===== config.mk =====
export PLATFORM = sky130hd
export DESIGN_NAME = div_unit
export DESIGN_NICKNAME = d
export VERILOG_FILES = /design/src/rtl/div_unit.sv
export SDC_FILE = /design/constraint.sdc
export NUM_CORES = 1
export LEC_CHECK = 0
export BUFFER_PORTS_ARGS = -buffer_cell sky130_fd_sc_hd__buf_2
export CAP_MARGIN = 20
export CORE_UTILIZATION = 40
export DETAILED_ROUTE_END_ITERATION = 7
export PLACE_DENSITY_LB_ADDON = 0.25
export SLEW_MARGIN = 20
export SYNTH_ARGS = -nofsm -noshare
export SYNTH_HDL_FRONTEND = slang
export SYNTH_SLANG_ARGS = --single-unit

===== constraint.sdc =====
create_clock -name clk -period 4.2 [get_ports clk]
set_input_delay 0.21 -clock clk [delete_from_list [all_inputs] [get_ports clk]]
set_output_delay 0.21 -clock clk [all_outputs]
set_load 0.02 [all_outputs]

===== src/rtl/div_unit.sv =====
// Iterative restoring divider for RV32M DIV/DIVU/REM/REMU.
// One quotient bit per cycle; divide-by-zero and signed overflow finish early.
module div_unit #(
  parameter int XLEN = 32
) (
  input  logic            clk,
  input  logic            reset,
  input  logic            start,
  input  logic [1:0]      op,
  input  logic [XLEN-1:0] dividend,
  input  logic [XLEN-1:0] divisor,
  input  logic            abort,
  output logic [XLEN-1:0] result,
  output logic            busy,
  output logic            done
);

  localparam int CW = $clog2(XLEN + 1);

  typedef enum logic [1:0] {
    IDLE,
    COMPUTE,
    DONE
  } state_t;

  state_t          r_state;
  logic [CW-1:0]   r_cnt;
  logic            r_is_rem;
  logic            r_neg_q;
  logic            r_neg_r;
  logic [XLEN:0]   r_rem;
  logic [XLEN-1:0] r_quo;
  logic [XLEN-1:0] r_div;
  logic [XLEN-1:0] r_result;
  logic            r_busy;
  logic            r_done;

  logic            w_signed;
  logic            w_a_neg;
  logic            w_b_neg;
  logic [XLEN-1:0] w_a_abs;
  logic [XLEN-1:0] w_b_abs;
  logic            w_zero;
  logic            w_ovf;
  logic [XLEN-1:0] w_special;
  logic [XLEN:0]   w_rem_sh;
  logic [XLEN:0]   w_diff;
  logic            w_qbit;
  logic [XLEN:0]   w_rem_nx;
  logic [XLEN-1:0] w_quo_nx;
  logic [XLEN-1:0] w_q_fin;
  logic [XLEN-1:0] w_r_fin;
  logic [XLEN-1:0] w_fin;

  assign w_signed = ~op[0];
  assign w_a_neg  = w_signed & dividend[XLEN-1];
  assign w_b_neg  = w_signed & divisor[XLEN-1];
  assign w_a_abs  = w_a_neg ? -dividend : dividend;
  assign w_b_abs  = w_b_neg ? -divisor : divisor;
  assign w_zero   = (divisor == '0);
  assign w_ovf    = w_signed
                  & (dividend == {1'b1, {(XLEN-1){1'b0}}})
                  & (&divisor);

  // Zero divisor takes priority; it also covers the signed cases.
  assign w_special = w_zero
                   ? (op[1] ? dividend : '1)
                   : (op[1] ? '0 : dividend);

  assign w_rem_sh = {r_rem[XLEN-1:0], r_quo[XLEN-1]};
  assign w_diff   = w_rem_sh - {1'b0, r_div};
  assign w_qbit   = ~w_diff[XLEN];
  assign w_rem_nx = w_qbit ? w_diff : w_rem_sh;
  assign w_quo_nx = {r_quo[XLEN-2:0], w_qbit};

  assign w_q_fin = r_neg_q ? -w_quo_nx : w_quo_nx;
  assign w_r_fin = r_neg_r ? -w_rem_nx[XLEN-1:0]
                           : w_rem_nx[XLEN-1:0];
  assign w_fin   = r_is_rem ? w_r_fin : w_q_fin;

  always_ff @(posedge clk) begin
    if (reset) begin
      r_state  <= IDLE;
      r_cnt    <= '0;
      r_is_rem <= 1'b0;
      r_neg_q  <= 1'b0;
      r_neg_r  <= 1'b0;
      r_rem    <= '0;
      r_quo    <= '0;
      r_div    <= '0;
      r_result <= '0;
      r_busy   <= 1'b0;
      r_done   <= 1'b0;
    end else if (abort) begin
      r_state <= IDLE;
      r_busy  <= 1'b0;
      r_done  <= 1'b0;
    end else begin
      unique case (r_state)
        COMPUTE: begin
          r_rem <= w_rem_nx;
          r_quo <= w_quo_nx;
          r_cnt <= r_cnt - CW'(1);
          if (r_cnt == CW'(1)) begin
            r_state  <= DONE;
            r_busy   <= 1'b0;
            r_done   <= 1'b1;
            r_result <= w_fin;
          end
        end
        default: begin
          r_state <= IDLE;
          r_busy  <= 1'b0;
          r_done  <= 1'b0;
          if (start) begin
            r_is_rem <= op[1];
            r_neg_q  <= w_a_neg ^ w_b_neg;
            r_neg_r  <= w_a_neg;
            if (w_zero || w_ovf) begin
              r_state  <= DONE;
              r_done   <= 1'b1;
              r_result <= w_special;
            end else begin
              r_state <= COMPUTE;
              r_busy  <= 1'b1;
              r_cnt   <= CW'(XLEN);
              r_rem   <= '0;
              r_quo   <= w_a_abs;
              r_div   <= w_b_abs;
            end
          end
        end
      endcase
    end
  end

  assign result = r_result;
  assign busy   = r_busy;
  assign done   = r_done;

endmodule


Word level (Yosys, flattened, before mapping). Cells that the tools add are included.

Bitwise logic cells: 10. Equality and inequality tests: 5. Reductions and logical operators: 10. Mux-type cells: 34. Add/subtract/negate cells: 6.

Operator list (number): 32-bit 2-to-1 mux (19); 32-bit negation (4); 33-bit by 32-bit subtractor with 33-bit output (1); 32-bit equality test (second input constant) (1); 32-bit zero test (1); 32-bit AND reduction (1); 6-bit 2-to-1 mux (3); 1-bit 2-to-1 mux (8); 2-bit 2-to-1 mux (4); 4-bit AND reduction (2); 6-bit by 1-bit equality test with 1-bit output (second input constant) (1); 3-bit AND reduction (2); 6-bit by 1-bit subtractor with 6-bit output (second input constant) (1); 1-bit inverter (5); 1-bit bitwise AND (4); 2-bit nonzero test (2); 2-bit by 1-bit equality test with 1-bit output (second input constant) (1); 2-bit by 1-bit != test with 1-bit output (second input constant) (1); 2-bit != test (second input constant) (1); 2-bit OR reduction (1); 1-bit logical OR (1); 1-bit bitwise XOR (1).

Word-level logic and storage cells: 76. Output and inout bits: 34. Flip-flop bits (word level): 141. Bits of input ports: 70.

Longest topological paths before layout.
Depth after elaboration: 7. Mapped depth: 25. Mapped depth without buffers: 22.

Least setup slack after synthesis. No wires, ideal clock.

Path kind: reg2reg. Start: register r_quo[31]. End: register r_result[14], in the netlist result[14]. Buffers on the path: 3. Setup time: 0.091 ns. Required time: 4.109 ns. Data arrival time: 4.460 ns. Period minus slack after synthesis: 4.551 ns. Cell stages (with the launch flop): 26. Path slack: -0.351 ns. Cells stage by stage: dfxtp_1 inv_1 ha_1 inv_1 fa_1 nand3_1 a21oi_2 o2111a_2 o21ai_4 o21a_4 nor2_4 inv_4 buf_6 buf_2 buf_2 o21ai_0 inv_1 ha_1 nand2_1 or4_4 nor3_4 nor2_1 o21ai_0 xor2_1 a211o_1 a311oi_1.

Longest elaborated chain between the ends: 7. Elaborated cells between the ends (all ways): 10. Those cells by class: add/sub: 3; mux: 6; bitwise: 1.

RTL lines: start, declared (RTL line 32) `logic [XLEN-1:0] r_quo;`; start signal, assigned (RTL line 102) `r_quo <= w_quo_nx;`; start signal, assigned (RTL line 128) `r_quo <= w_a_abs;`; 33-bit by 32-bit subtractor with 33-bit output (RTL line 71) `assign w_diff = w_rem_sh - {1'b0, r_div};`; 32-bit 2-to-1 mux or 1-bit inverter (tied branches) (RTL line 73, 72); 32-bit negation (on tied branches) (RTL line 77, 76); 32-bit 2-to-1 mux (on tied branches) (RTL line 77, 76); 32-bit 2-to-1 mux (*) (RTL line 79) `assign w_fin = r_is_rem ? w_r_fin : w_q_fin;`; 32-bit 2-to-1 mux (*) (RTL line 104) `if (r_cnt == CW'(1)) begin`; 32-bit 2-to-1 mux (*) (RTL line 99) `unique case (r_state)`; end signal, assigned (RTL line 108) `r_result <= w_fin;`; end signal, assigned (RTL line 122) `r_result <= w_special;`; end, declared (RTL line 34) `logic [XLEN-1:0] r_result;`.

Every way passes the cells marked *; elsewhere a longest branch is shown, timed or not. The select of a mux whose other input is x is not followed. A chain may end at the register's enable or synchronous reset.

Final worst setup path.
Start: register r_quo[31]. End: register r_result[30], in the netlist result[30].

Same word-level chain as after synthesis.

==> impl_metrics.tcl <==
set metrics [dict create \
    status "completed" \
    r2r_end "result[30]" \
    wl_um 40400 \
    reg2reg_from "r_quo[31]" \
    crit_top_cell "inv_2" \
    r2r_cells 20 \
    seqPwrFrac 0.358 \
    ys.flop_type "dfxtp_1" \
    yosysTopAreaCellShare 0.230 \
    hold_violations 0 \
    power.density_nw_per_um2 287 \
    p_leak_nw 5.34 \
    tightestPinTransition_ps 1140 \
    yosysUniqueCellTypes 96 \
    synth_top_area_cell "dfxtp_1" \
    clkTransAtPathRegs_ps 60 \
    drive_above_1_share 0.169 \
    nNetsFinal 1865 \
    criticalPathCategory "reg2reg" \
    p_clk_frac 0.356 \
    grt_pass1_vias 11600 \
    ant_nets 0 \
    slew_viol_final 0 \
    ys_seq_elements 139 \
    place_congestion 0.910 \
    setup.worst_path.start "r_quo[31]" \
    start_util 0.407 \
    crit_end "result[30]" \
    numCtsBuffers 17 \
    peakVddDrop_mv 0.246 \
    fin_crit_ps 4130 \
    yosysWarnings 0 \
    clock_sinks 139 \
    die_y_um 176 \
    whs_path_depth 3 \
    rsz0062_at_grt "yes" \
    finClkSkew_ps 12.1 \
    slew_headroom 0.238 \
    num_rows 63 \
    tns_ps 0 \
    max_freq_mhz 242 \
    ioPinCount 104 \
    grt_max_degree 72 \
    h-tree-depth 4 \
    power_mw 4.01 \
    slowest_stage "or4_4" \
    clockBufferDepth 2 \
    fin_crit_sh 0.983 \
    crit_path_cell_trace "inv_2 > ha_4 > inv_2 > fa_2 > nand3_4 > a21oi_4 > o2111a_2 > o21ai_4 > o211ai_4 > nor2_4 > mux2i_2 > ha_2 > nand2_2 > or4_4 > nor3_4 > buf_6 > o2111ai_4 > o31ai_4 > xnor2_1 > o22ai_1" \
    crit_path_max_incr_delay_ps 430 \
    endpoint_kind "flip-flop" \
    grt_pass1_wl_um 63200 \
    wl_per_cell_um 18.7 \
    fp.dieW_um 176 \
    holdBufCountCts 0 \
    p_sw_frac 0.348 \
    worstPathMaxFanout 5 \
    root_buffer "clkbuf_16" \
    drt_iter0_markers 1117 \
    die-area_sq_um 31000 \
    avgSynthCellArea_sq_um 7.33 \
    hold_path_class "in2reg" \
    worstPathRequired_ps 4470 \
    p_switching_mw 1.40 \
    clk_latency_ps 430 \
    first_pass_iters 5 \
    vias 12600 \
    synthesis.area_sq_um 12100 \
    grt_use_total 0.258 \
    reg2reg_slack_ps 70 \
    critical-path-top-delay-family "compound AO/OA/AOI/OAI gates" \
    cp.arrival_ps 4400 \
    path_depth 20 \
    fp.coreArea_sq_um 29700 \
    critPathBufInv 3 \
    start_kind "flip-flop" \
    synth_cells 1652 \
    grt_antenna_before_repair 0 \
    yosys-top-cells-area "dfxtp_1 (23%), nor2_1 (8.9%), a21oi_1 (6.0%)" \
    synthToLayoutAreaGrowth_pct 15.2 \
    p_int_mw 2.61 \
    synth_edf_count 0 \
    drc 0 \
    p_comb_frac 0.286 \
    seq_area_frac_synth 0.230 \
    n_antenna_cell 0 \
    portBuffers 103 \
    synthArstFlopShare 0 \
    drv_cap 0 \
    gr-total-overflow 0 \
    dpl.hpwl_um 30700 \
    syn_nets 1762 \
    finalSetupViolations 0 \
    viasPerCell 5.85 \
    cts_tree "built" \
]
worst register-to-register path, delay by kind of cell, from the launching register on:
kind / cells / cell delay, ps
adders and majority gates: 3 / 740
AOI/OAI and AO/OA: 7 / 1230
and+or+nand+nor: 5 / 1030
xor gates and xnor gates: 1 / 160
buffers and inverters: 3 / 250
muxes: 1 / 260
DFF: 1 / 330
cell families after synthesis:
family	share of synthesized area
simple gates	0.233
buf+inv	0.0626
mux	0.0398
compound gates	0.292
fa+ha+maj	0.0420
xor+xnor	0.101
flops	0.230
registers in the layout, indices dropped and copies added (netlist names):
signal    flops
r_cnt         6
r_div        32
r_is_rem      1
r_neg_q       1
r_neg_r       1
r_quo        32
r_rem        32
r_state       2
result       32
layer usage:
metal  share of wire  GRT usage  up-vias
met3           0.047     0.0284       60
met5               0          0        -
met1            0.46      0.349     5999
met4           0.027     0.0935        0
met2            0.47      0.421      379
li1                -          -     6186
layout make-up:
class	count	area (sq um)
clock buffers	21	470
clock inverters	10	68.8
fillers	3029	15800
inverters	54	205
multi-input cells	1352	8730
flip-flops and latches	139	2780
well taps	390	488
repair buffers	191	1210
metrics by stage:
stage | instances | hold WS (ps) | util | setup WS, ps | area [sq um]
after floorplan | 1652 | 357 | - | -63.9 | 12200
after global placement | 2114 | 439 | 0.445 | 108 | 13200
after detailed placement | 2114 | 445 | 0.445 | 30.0 | 13200
after CTS | 2145 | 124 | 0.463 | 11.8 | 13800
after global routing | 2157 | 165 | 0.469 | -107 | 14000
final | 2157 | 133 | 0.469 | 72.0 | 14000
cell usage after synthesis, types with 7 or more instances:
library cell  instances
clkbuf_1             66
o21ai_1              10
a211oi_1             81
a21o_1               16
o21ai_0              81
buf_2                24
or4_1                10
o21bai_1             13
nor4_1               17
nand3_1              20
dfxtp_1             139
nor2b_1               7
a22oi_1              12
a31oi_1               8
or2_2                 7
o31ai_1              25
or3_1                16
o41ai_1              13
inv_1                52
nand2b_1             10
a21oi_1             145
xor2_1               64
nor2_1              286
a311oi_1             12
mux2i_1              40
ha_1                 39
nand2_1             139
nand4_1              18
o211ai_1             18
clkbuf_8              8
xnor2_1              76
nor3_1               40
worst min-delay path by stage:
stage,start,endpoint,slack (ps)
after floorplan,divisor[0],r_div[0],360
after global placement,result[19],result[19],440
after detailed placement,result[19],result[19],450
after CTS,divisor[29],r_div[29],120
final,divisor[29],r_div[29],130
after global routing,divisor[29],r_div[29],170
power groups by stage:
stage	registers [mW]	logic (mW)	clock network, mW
floorplan	1.45	0.745	0
global placement	1.46	1.08	0
detailed placement	1.46	1.09	0
CTS	1.43	1.09	1.45
global route	1.44	1.25	1.50
finish	1.44	1.15	1.43
cells in the final DEF, fill, tap and decap left out, types with 50 or more instances in the layout:
| master | count |
|---|---|
| a211oi_1 | 81 |
| a21oi_1 | 142 |
| buf_2 | 102 |
| buf_4 | 86 |
| dfxtp_1 | 138 |
| inv_1 | 50 |
| nand2_1 | 138 |
| nor2_1 | 284 |
| o21ai_0 | 76 |
| xnor2_1 | 76 |
| xor2_1 | 63 |
repair_timing:
action	4_1_cts	5_1_grt
setup buffers	0	12
gates resized for setup	0	21
endpoints found under the setup margin	0	13
No activity file was read; power rests on OpenSTA's default activity.
